## src/rtl/alu_arb_if.sv

```systemverilog
// Request/response bundle between two ALU requesters and the shared arbiter.
// The master side issues operations; the slave side is the arbitrated ALU.
interface alu_arb_if #(
  parameter int WIDTH = 32
);
  logic [1:0]       req_valid;
  logic [1:0]       req_ready;
  logic [WIDTH-1:0] req_a0;
  logic [WIDTH-1:0] req_b0;
  logic [WIDTH-1:0] req_a1;
  logic [WIDTH-1:0] req_b1;
  logic [2:0]       req_m0;
  logic [2:0]       req_m1;
  logic [1:0]       rsp_valid;
  logic [1:0]       rsp_ready;
  logic [WIDTH-1:0] rsp_y;
  logic             rsp_cf;
  logic             rsp_of;
  logic             rsp_zf;

  modport master (
    output req_valid, req_a0, req_b0, req_a1, req_b1,
    output req_m0, req_m1, rsp_ready,
    input  req_ready, rsp_valid, rsp_y,
    input  rsp_cf, rsp_of, rsp_zf
  );

  modport slave (
    input  req_valid, req_a0, req_b0, req_a1, req_b1,
    input  req_m0, req_m1, rsp_ready,
    output req_ready, rsp_valid, rsp_y,
    output rsp_cf, rsp_of, rsp_zf
  );
endinterface

```

## src/rtl/alu_arb.sv

```systemverilog
// Two-requester round-robin arbiter in front of a single-cycle ALU.
// Sequence per op: IDLE (accept) -> EXEC (compute) -> RESP (hold result).
module alu_arb #(
  parameter int WIDTH = 32
) (
  input  logic     clk,
  input  logic     rst,
  alu_arb_if.slave bus
);

  typedef enum logic [1:0] {
    IDLE,
    EXEC,
    RESP
  } state_t;

  state_t           state_q, state_d;
  logic             ptr_q, ptr_d;
  logic             own_q, own_d;
  logic [WIDTH-1:0] a_q, a_d;
  logic [WIDTH-1:0] b_q, b_d;
  logic [2:0]       m_q, m_d;
  logic [WIDTH-1:0] y_q, y_d;
  logic             cf_q, cf_d;
  logic             of_q, of_d;
  logic             zf_q, zf_d;

  logic             sel;
  logic [1:0]       rdy;
  logic [1:0]       vld;
  logic [WIDTH:0]   sum;
  logic [WIDTH:0]   dif;
  logic [WIDTH-1:0] alu_y;
  logic             alu_cf;
  logic             alu_of;

  // Pointer only breaks ties; a lone requester always wins.
  always_comb begin
    sel = ptr_q;
    if (bus.req_valid == 2'b01) sel = 1'b0;
    else if (bus.req_valid == 2'b10) sel = 1'b1;
  end

  always_comb begin
    sum    = {1'b0, a_q} + {1'b0, b_q};
    dif    = {1'b0, a_q} - {1'b0, b_q};
    alu_y  = '0;
    alu_cf = 1'b0;
    alu_of = 1'b0;
    unique case (m_q)
      3'b000: begin
        alu_y  = sum[WIDTH-1:0];
        alu_cf = sum[WIDTH];
        alu_of = (a_q[WIDTH-1] == b_q[WIDTH-1]) &&
                 (sum[WIDTH-1] != a_q[WIDTH-1]);
      end
      3'b001: begin
        alu_y  = dif[WIDTH-1:0];
        alu_cf = dif[WIDTH];
        alu_of = (a_q[WIDTH-1] != b_q[WIDTH-1]) &&
                 (dif[WIDTH-1] != a_q[WIDTH-1]);
      end
      3'b010:  alu_y = a_q & b_q;
      3'b011:  alu_y = a_q | b_q;
      3'b100:  alu_y = a_q ^ b_q;
      default: alu_y = '0;
    endcase
  end

  always_comb begin
    state_d = state_q;
    ptr_d   = ptr_q;
    own_d   = own_q;
    a_d     = a_q;
    b_d     = b_q;
    m_d     = m_q;
    y_d     = y_q;
    cf_d    = cf_q;
    of_d    = of_q;
    zf_d    = zf_q;
    rdy     = 2'b00;
    vld     = 2'b00;
    unique case (state_q)
      IDLE: begin
        if (|bus.req_valid) begin
          rdy[sel] = 1'b1;
          own_d    = sel;
          ptr_d    = ~sel;
          a_d      = sel ? bus.req_a1 : bus.req_a0;
          b_d      = sel ? bus.req_b1 : bus.req_b0;
          m_d      = sel ? bus.req_m1 : bus.req_m0;
          state_d  = EXEC;
        end
      end
      EXEC: begin
        y_d     = alu_y;
        cf_d    = alu_cf;
        of_d    = alu_of;
        zf_d    = ~|alu_y;
        state_d = RESP;
      end
      RESP: begin
        vld[own_q] = 1'b1;
        if (bus.rsp_ready[own_q]) state_d = IDLE;
      end
      default: state_d = IDLE;
    endcase
  end

  always_ff @(posedge clk or posedge rst) begin
    if (rst) state_q <= IDLE;
    else     state_q <= state_d;
  end

  always_ff @(posedge clk or posedge rst) begin
    if (rst) begin
      ptr_q <= 1'b0;
      own_q <= 1'b0;
      a_q   <= '0;
      b_q   <= '0;
      m_q   <= '0;
      y_q   <= '0;
      cf_q  <= 1'b0;
      of_q  <= 1'b0;
      zf_q  <= 1'b0;
    end else begin
      ptr_q <= ptr_d;
      own_q <= own_d;
      a_q   <= a_d;
      b_q   <= b_d;
      m_q   <= m_d;
      y_q   <= y_d;
      cf_q  <= cf_d;
      of_q  <= of_d;
      zf_q  <= zf_d;
    end
  end

  assign bus.req_ready = rdy;
  assign bus.rsp_valid = vld;
  assign bus.rsp_y     = y_q;
  assign bus.rsp_cf    = cf_q;
  assign bus.rsp_of    = of_q;
  assign bus.rsp_zf    = zf_q;

endmodule

```

## src/flat_wrapper.sv

```systemverilog
// flat-port wrapper written by rule: the top's interface ports become plain ports
module alu_arb_flat 
#(
  parameter int WIDTH = 32
)
  (clk, rst, bus_req_valid, bus_req_a0, bus_req_b0, bus_req_a1, bus_req_b1, bus_req_m0, bus_req_m1, bus_rsp_ready, bus_req_ready, bus_rsp_valid, bus_rsp_y, bus_rsp_cf, bus_rsp_of, bus_rsp_zf);
  alu_arb_if #(.WIDTH(WIDTH)) bus_i ();
  input  logic clk;
  input  logic rst;
  input wire logic [$bits(bus_i.req_valid)-1:0] bus_req_valid;
  input wire logic [$bits(bus_i.req_a0)-1:0] bus_req_a0;
  input wire logic [$bits(bus_i.req_b0)-1:0] bus_req_b0;
  input wire logic [$bits(bus_i.req_a1)-1:0] bus_req_a1;
  input wire logic [$bits(bus_i.req_b1)-1:0] bus_req_b1;
  input wire logic [$bits(bus_i.req_m0)-1:0] bus_req_m0;
  input wire logic [$bits(bus_i.req_m1)-1:0] bus_req_m1;
  input wire logic [$bits(bus_i.rsp_ready)-1:0] bus_rsp_ready;
  output wire logic [$bits(bus_i.req_ready)-1:0] bus_req_ready;
  output wire logic [$bits(bus_i.rsp_valid)-1:0] bus_rsp_valid;
  output wire logic [$bits(bus_i.rsp_y)-1:0] bus_rsp_y;
  output wire logic [$bits(bus_i.rsp_cf)-1:0] bus_rsp_cf;
  output wire logic [$bits(bus_i.rsp_of)-1:0] bus_rsp_of;
  output wire logic [$bits(bus_i.rsp_zf)-1:0] bus_rsp_zf;
  assign bus_i.req_valid = bus_req_valid;
  assign bus_i.req_a0 = bus_req_a0;
  assign bus_i.req_b0 = bus_req_b0;
  assign bus_i.req_a1 = bus_req_a1;
  assign bus_i.req_b1 = bus_req_b1;
  assign bus_i.req_m0 = bus_req_m0;
  assign bus_i.req_m1 = bus_req_m1;
  assign bus_i.rsp_ready = bus_rsp_ready;
  assign bus_req_ready = bus_i.req_ready;
  assign bus_rsp_valid = bus_i.rsp_valid;
  assign bus_rsp_y = bus_i.rsp_y;
  assign bus_rsp_cf = bus_i.rsp_cf;
  assign bus_rsp_of = bus_i.rsp_of;
  assign bus_rsp_zf = bus_i.rsp_zf;
  alu_arb #(.WIDTH(WIDTH)) u_core (.clk(clk), .rst(rst), .bus(bus_i));
endmodule
```

## config.mk

```make
export PLATFORM = sky130hd
export DESIGN_NAME = alu_arb_flat
export DESIGN_NICKNAME = d
export VERILOG_FILES = /design/src/rtl/alu_arb_if.sv /design/src/rtl/alu_arb.sv /design/src/flat_wrapper.sv
export SDC_FILE = /design/constraint.sdc
export NUM_CORES = 1
export LEC_CHECK = 0
export ABC_CLOCK_PERIOD_IN_PS = 3900
export CORE_UTILIZATION = 55
export DETAILED_ROUTE_END_ITERATION = 10
export HOLD_SLACK_MARGIN = 0.1
export PLACE_DENSITY = 0.83
export SLEW_MARGIN = 20
export SYNTH_ARGS = -nofsm -noshare
export SYNTH_HDL_FRONTEND = slang
export SYNTH_SLANG_ARGS = --single-unit
```

## constraint.sdc

```tcl
create_clock -name clk -period 3.9 [get_ports clk]
set_clock_uncertainty 0.15 [all_clocks]
set_input_delay 0.585 -clock clk [delete_from_list [all_inputs] [get_ports clk]]
set_output_delay 0.585 -clock clk [all_outputs]
set_load 0.01 [all_outputs]
```

# --- After elaboration in Yosys (flattened, before gate mapping) ---
# Cells that the tools add are included.
totals:
  ff_bits: 106
  latch_bits: 0
  ram_bits: 0
  mem_bits_ro: 0
  inputBits: 140
  out_inout_bits: 39
  elab_cells: 65
  mem_count: 0
op_classes:
  n_addsub: 2
  mul: 0
  div: 0
  order_cmp: 4
  n_eq_ne: 14
  shift: 0
  mux: 20
  bitwise: 4
  reduce_logical: 11
op_table:
  columns: ["operator", "n"]
  rows:
  - ["32-bit one-hot mux with 5 select lines", 1]
  - ["32-bit two-way mux", 2]
  - ["32-bit by 32-bit adder with 33-bit output", 1]
  - ["32-bit by 32-bit subtractor with 33-bit output", 1]
  - ["32-bit bitwise AND", 1]
  - ["32-bit OR", 1]
  - ["32-bit OR reduction", 1]
  - ["32-bit bitwise XOR", 1]
  - ["2-bit two-way mux", 5]
  - ["3-bit by 2-bit equality test with 1-bit output (second input constant)", 2]
  - ["1-bit two-way mux", 6]
  - ["2-bit one-hot mux with 3 select lines", 1]
  - ["2-bit by 1-bit equality test with 1-bit output (second input constant)", 2]
  - ["2-bit equality test (second input constant)", 2]
  - ["1-bit logical AND", 4]
  - ["1-bit by 2-bit < comparator with 1-bit output (second input constant)", 2]
  - ["2-bit by 1-bit != test with 1-bit output (second input constant)", 2]
  - ["1-bit one-hot mux with 2 select lines", 2]
  - ["2-bit AND reduction", 2]
  - ["3-bit by 1-bit equality test with 1-bit output (second input constant)", 1]
  - ["3-bit equality test (second input constant)", 1]
  - ["3-bit logical NOT", 1]
  - ["3-bit two-way mux", 1]
  - ["1-bit != test", 3]
  - ["7 further kinds", 9]

# --- Logic depth before layout (Yosys ltp) ---
# Gate-level depths: netlist (run 1).
depth:
  word_depth: 9
  depth_mapped: 15
  mapped_depth_nobuf: 15

# --- Least setup slack after synthesis (run 1) ---
# OpenSTA, ideal clock, no wires.
synth_path:
  path_type: "register to register"
  start: "reg u_core.a_q[0]"
  end: "reg u_core.y_q[30], in the netlist u_core.bus.rsp_y[30]"
  arrival_ns: 3.157
  required_time_ns: 3.685
  setup_slack_ns: 0.529
  path_stages_with_launch: 16
  synth_period_minus_slack_ns: 3.371
  cell_sequence: "dfrtp_1 inv_1 ha_1 inv_1 fa_1 nor2b_1 o311ai_2 a21oi_1 a211o_1 a21oi_4 o21ai_2 a31oi_2 o311ai_1 o22a_1 o221ai_2 mux2_2"
synth_via:
  elab_chain_len: 2
  elab_cells_between_ends: 3
synth_lines:
  columns: ["item", "line", "source"]
  rows:
  - ["from (decl)", "alu_arb.sv:20", "logic [WIDTH-1:0] a_q, a_d;"]
  - ["from (signal assigned)", "alu_arb.sv:119", "a_q <= '0;"]
  - ["from (signal assigned)", "alu_arb.sv:129", "a_q <= a_d;"]
  - ["32-bit by 32-bit subtractor with 33-bit output or 32-bit by 32-bit adder with 33-bit output (tied branches)", "alu_arb.sv:46, alu_arb.sv:45", null]
  - ["32-bit one-hot mux with 5 select lines (*)", "alu_arb.sv:50", "unique case (m_q)"]
  - ["to (signal assigned)", "alu_arb.sv:132", "y_q <= y_d;"]
  - ["to (decl)", "alu_arb.sv:23", "logic [WIDTH-1:0] y_q, y_d;"]
# Mark *: on every way between the ends. The rest lies on a longest branch, timed or not.
# A chain may end at the register's enable or synchronous reset.

# --- Worst setup path after layout (run 1) ---
layout_path:
  start: "reg u_core.a_q[0]"
  end: "reg u_core.zf_q, in the netlist u_core.bus.rsp_zf"
layout_via:
  elab_chain_len: 4
  elab_cells_between_ends: 8
layout_lines:
  columns: ["item", "line", "source"]
  rows:
  - ["32-bit by 32-bit subtractor with 33-bit output (tied with other cells)", "alu_arb.sv:46", "dif = {1'b0, a_q} - {1'b0, b_q};"]
  - ["32-bit one-hot mux with 5 select lines (*)", "alu_arb.sv:50", null]
  - ["32-bit OR reduction (*)", "alu_arb.sv:99", "zf_d = ~|alu_y;"]
  - ["1-bit logical NOT (*)", "alu_arb.sv:99", null]
  - ["to (signal assigned)", "alu_arb.sv:135", "zf_q <= zf_d;"]
  - ["to (decl)", "alu_arb.sv:26", "logic zf_q, zf_d;"]
# Marked as above.

==> results of run 1 <==
==> worst max-delay path: stages, from the launching register on <==
cell	delay, ns
dfrtp_1	0.41
inv_1	0.11
ha_1	0.18
inv_1	0.06
fa_1	0.42
nor2b_1	0.19
o311ai_4	0.34
a21oi_2	0.14
a211o_1	0.36
a21oi_4	0.21
o21ai_2	0.09
a31oi_2	0.29
o31a_1	0.20
xnor2_1	0.12
o21ai_1	0.10
o41ai_2	0.34
==> area by class of cell <==
type                       instances  area, sq um  share of cell area, %
clock buffer                       9        225.2                  1.787
inverter                         178        670.6                  5.322
timing repair buffer             256         2392                  18.99
tap                              225        281.5                  2.234
clock inverter                     7        61.31                 0.4865
multi-input combinational        861         6316                  50.12
sequential                       106         2654                  21.06
==> registers in the layout, summed over array words and instances (netlist names) <==
name	cells
u_core.own_q	1
u_core.bus.rsp_zf	1
u_core.ptr_q	1
u_core.m_q	3
u_core.bus.rsp_cf	1
u_core.bus.rsp_of	1
u_core.bus.rsp_y	32
u_core.b_q	32
u_core.state_q	2
u_core.a_q	32
==> synth_stat cells, types with 6 or more instances <==
cell      number
xnor2_1       22
a21o_1        16
buf_1          6
o21ai_0       54
o31ai_1       12
nor3_1        16
nand2b_1      12
a222oi_1      67
o21a_1         8
inv_1        171
nand2_1      105
nand3_1       16
a211oi_1      25
dfrtp_1      106
a31oi_1       16
clkbuf_1      45
nor2_1        82
nand4_1       12
nor2b_1       10
a21oi_1       99
ha_1          99
nor4_1         9
o21bai_1      13
o211ai_1      32
buf_2         23
==> path summary, 6_finish.rpt <==
kind	start	endpoint	slack [ns]	cells after the start
worst min-delay path	u_core.bus.rsp_y[25]	u_core.bus.rsp_y[25]	0.33	2
worst max register to register	u_core.a_q[0]	u_core.bus.rsp_zf	0.09	15
min in group asynchronous	rst	u_core.b_q[9]	0.54	2
worst max-delay path	u_core.a_q[0]	u_core.bus.rsp_zf	0.09	15
worst min register to register	u_core.bus.rsp_y[25]	u_core.bus.rsp_y[25]	0.33	2
max in group asynchronous	rst	u_core.m_q[0]	2.36	3
==> metrics by stage <==
step           TNS, ns  utilization (%)  cell area, sq um
2_1_floorplan        0                -              9896
3_3_place_gp         0            70.45             12270
3_5_place_dp         0            70.45             12270
4_1_cts              0            72.13             12560
5_1_grt        -0.1194            72.35             12600
6_report             0            72.35             12600
==> logic make-up (layout without fill, tap and decap cells) <==
logic type	count (synthesis)	in the layout	share of synthesized area, %
xor gates and xnor gates	23	23	2.036
buffers and inverters	256	450	10.23
muxes	11	11	1.302
DFF	106	106	26.80
and+or+nand+nor	294	294	14.00
AOI/OAI and AO/OA	432	432	32.71
adders and majority gates	101	101	12.92
==> per-layer routing <==
layer | vias to the layer above | GRT usage [%]
met5 | - | 0
met4 | 0 | 12.65
met3 | 83 | 6.861
met2 | 567 | 59.84
met1 | 4960 | 48.71
li1 | 4846 | -
==> timing repair <==
item / 4_1_cts / 5_1_grt
pin swaps: 0 / 2
setup endpoints to repair: 1 / 4
gates resized for setup: 1 / 7
==> impl_metrics.ini, run 1 <==
[grt]
grt.total_usage_pct = 36.78
grt_start_max_net_pins = 69
grt_pass1_wl_um = 53050
antenna_found_initial = 0
gr-total-overflow = 0
grt_pass1_vias = 10040

[clock_tree]
clkLatencyLatePin_ns = 0.36
cts_root_buf = clkbuf_16
clockBufferDepth = 2
postCtsSetupBuffers = 0
cts_hold_buf = 0
cts_tree = done
clk_pin_slew_ns = 0.08
cts_max_level = 3
clock_sinks = 106
cts_buffers = 9

[sta]
rsz0062_at_grt = true
hold_viol = 0
setup_viol = 0
hold_ws_ns = 0.3321
timing.final.crit_share_pct = 97.77
max_slew_margin_pct = 40.03
setup_ws_ns = 0.08686
worst_pin_slew_ns = 0.8961
max_freq_mhz = 262.3
final_max_slew_viol_count = 0
min_period_ns = 3.813

[floorplan]
dieArea_sq_um = 18530
rows = 48
coreArea_sq_um = 17420
start_util_pct = 56.82
die_h_um = 136.1
io_pins = 179
chipWidth_um = 136.1

[synth]
ys_seq_elements = 106
synthCells = 1223
syn-num-nets = 1464
synth_top_area_cell = dfrtp_1
synth_area_leaders = dfrtp_1, ha_1, a222oi_1
yosys.cell_types.count = 92
yosysSeqAreaShare_pct = 26.80
syn_area_per_cell_sq_um = 8.091
synth-edff-count = 0
synth_top_area_share_pct = 26.80
ys.flop_type = dfrtp_1
synthesis.area_sq_um = 9896
yosys_warnings = 0
async_reset_ff_share_pct = 100.0

[placed_design]
gp_congestion = 0.9733
dpl_worst_slack_ns = 0.03693
place_inst = 1626
hpwl_um = 25710
numPortBuffers = 178

[drt]
wl_per_cell_um = 20.29
via_per_inst = 6.368
wirelength_um = 33310
wl_met2_um = 15560
ant_nets = 0
vias = 10460
wl_met3_um = 2937
first_pass_iters = 8
routed.top_layer = met4
first_iter_violations = 1281
drcViolationCount = 0
wirelength_met1_um = 13920

[final_layout]
instances_no_fill = 1642
drive_above_1_share_pct = 10.73
layout_commonest_cell = clkdlybuf4s50_1
area_growth_pct = 27.34
fill_cells = 1415
num_antenna_cells = 0
final_cell_mix = clkdlybuf4s50_1, inv_1, nand2_1, dfrtp_1, ha_1
nets = 1653

[setup_path]
crit_required_ns = 4.01
crit_path_start_kind = flop
path_class = flop to flop
cp-end-kind = flop
cp_max_fo = 4
worst-endpoint-arrival_ns = 3.92

[run]
drv_cap = 0

[min_path]
hold_path_class = flop to flop

[status]
status = complete, no violations
Power of run 1 is left out: the tool's default activity adds up to more than one toggle a clock period on the data nets, which glitch-free logic cannot reach.
==> run 2, diff against run 1 <==
CORE_UTILIZATION = 60   (was 55)
DONT_BUFFER_PORTS = 1   (was not set)
PLACE_DENSITY = 0.76   (was 0.83)
==> impl_metrics.ini, run 2 (same netlist as run 1, synthesis figures left out) <==
[placed_design]
gp_congestion = 0.9820
dpl_worst_slack_ns = 0.09906
numPortBuffers = 0
hpwl_um = 23540

[setup_path]
cp-end-kind = flop
crit_path_start_kind = flop
reg2reg_setup_slack_ns = 0.07
crit_path_cell_trace = ha_2 > fa_1 > a211oi_2 > o211ai_1 > a211o_1 > o211ai_1 > a21oi_1 > a211o_1 > a21oi_1 > o22a_1 > o221ai_2 > mux2_2
slowest_delay_ns = 0.45
path_class = flop to flop
cp_max_fo = 4
crit_required_ns = 4.00
worst-endpoint-arrival_ns = 3.93
slowest_stage = dfrtp_2

[sta]
timing.final.crit_share_pct = 98.10
setup_viol = 0
setup_ws_ns = 0.07396
final_max_slew_viol_count = 0
min_period_ns = 3.826
max_freq_mhz = 261.4
worst_pin_slew_ns = 0.9739
hold_viol = 0
rsz0062_at_grt = true
final.setup.tns_ns = 0
max_slew_margin_pct = 34.83

[grt]
antenna_found_initial = 0
grt_start_max_net_pins = 69
grt_pass1_wl_um = 47700
grt_pass1_vias = 8946
top_usage_layer = met2
use_met2_pct = 58.85
gr-total-overflow = 0
grt.total_usage_pct = 36.24
use_met3_pct = 6.393
use_met1_pct = 49.25

[floorplan]
die_h_um = 130.4
chipWidth_um = 130.4
coreArea_sq_um = 16000
io_pins = 179
dieArea_sq_um = 17010
start_util_pct = 61.85
rows = 46

[drt]
wirelength_um = 30990
ant_nets = 0
vias = 9530
via_per_inst = 6.613
first_pass_iters = 11
drcViolationCount = 2
first_iter_violations = 1094
wl_per_cell_um = 21.51

[clock_tree]
cts_root_buf = clkbuf_16
cts_buffers = 9
clockBufferDepth = 2
cts_tree = done
clk_pin_slew_ns = 0.08
cts_max_level = 3
clkLatencyLatePin_ns = 0.37
clock_sinks = 106

[final_layout]
area_growth_pct = 8.901
final_cell_mix = inv_1, nand2_1, dfrtp_1
num_antenna_cells = 0
regArea_sq_um = 2655
layout_commonest_cell = inv_1
nets = 1461
multi_input_area_sq_um = 6344
fill_cells = 1412
drive_above_1_share_pct = 11.59

[min_path]
hold_path_class = input pin to flop

[run]
drv_cap = 0

[status]
violations = DRC
status = finished, violations left
## run 2: cell count changes in the layout (fill, tap and decap cells not counted), moves of 2 or more
| cell | delta |
|---|---|
| a21oi_1 | +2 |
| a21oi_2 | -3 |
| ha_2 | +4 |
| clkinvlp_4 | +2 |
| a2111oi_0 | -2 |
| a2111oi_1 | +2 |
| clkdlybuf4s50_1 | -178 |
| buf_12 | +2 |
| clkinv_4 | -3 |
| ha_1 | -5 |
| buf_4 | -17 |
## run 2: final timing paths
path,end,cells past startpoint,start
max in group asynchronous,u_core.bus.rsp_y[6],3,rst
hold reg to reg,u_core.b_q[29],2,u_core.b_q[29]
min in group asynchronous,u_core.a_q[9],2,rst
setup / recovery,u_core.bus.rsp_y[30],12,u_core.b_q[0]
setup reg to reg,u_core.bus.rsp_y[30],12,u_core.b_q[0]
hold / removal,u_core.a_q[13],2,bus_req_a1[13]
## run 2: timing repair
item	4_1_cts	5_1_grt
resized for setup	0	17
endpoints found under the hold margin	41	0
setup buffers	0	1
setup endpoints to repair	0	4
hold buffers	1	0
## run 2: worst max-delay path: cells and delay by family (launching register included)
kind	cells	cell delay (ns)
AOI/OAI and AO/OA	9	2.14
adders and majority gates	2	0.68
DFF	1	0.45
muxes	1	0.28
## run 2: final cells by class
class                   instances  share of cell area [%]
clock buffers                  10                   2.125
multi-input cells             861                   58.86
flip-flops and latches        106                   24.64
repair buffers                 64                   4.946
inverters                     178                   6.223
clock inverters                 6                  0.6966
well taps                     216                   2.508
## run 2: per-layer routing
metal | part of all wire [%] | vias to the layer above
met3 | 8.4 | 49
li1 | - | 4457
met1 | 44 | 4567
met2 | 46 | 457
met4 | 2.1 | 0
met5 | 0 | -
## run 2: per-stage QoR
step                      hold slack [ns]  util (%)  std cells  cell area [sq um]
final                              0.1890     67.35       1441              10780
after global routing               0.1852     67.35       1441              10780
after CTS                          0.1849     66.85       1440              10700
after detailed placement           0.3663     64.89       1423              10380
after global placement             0.3654     64.89       1423              10380
after floorplan                    0.3223         -       1223               9896
Power of run 2 is left out for the same reason.
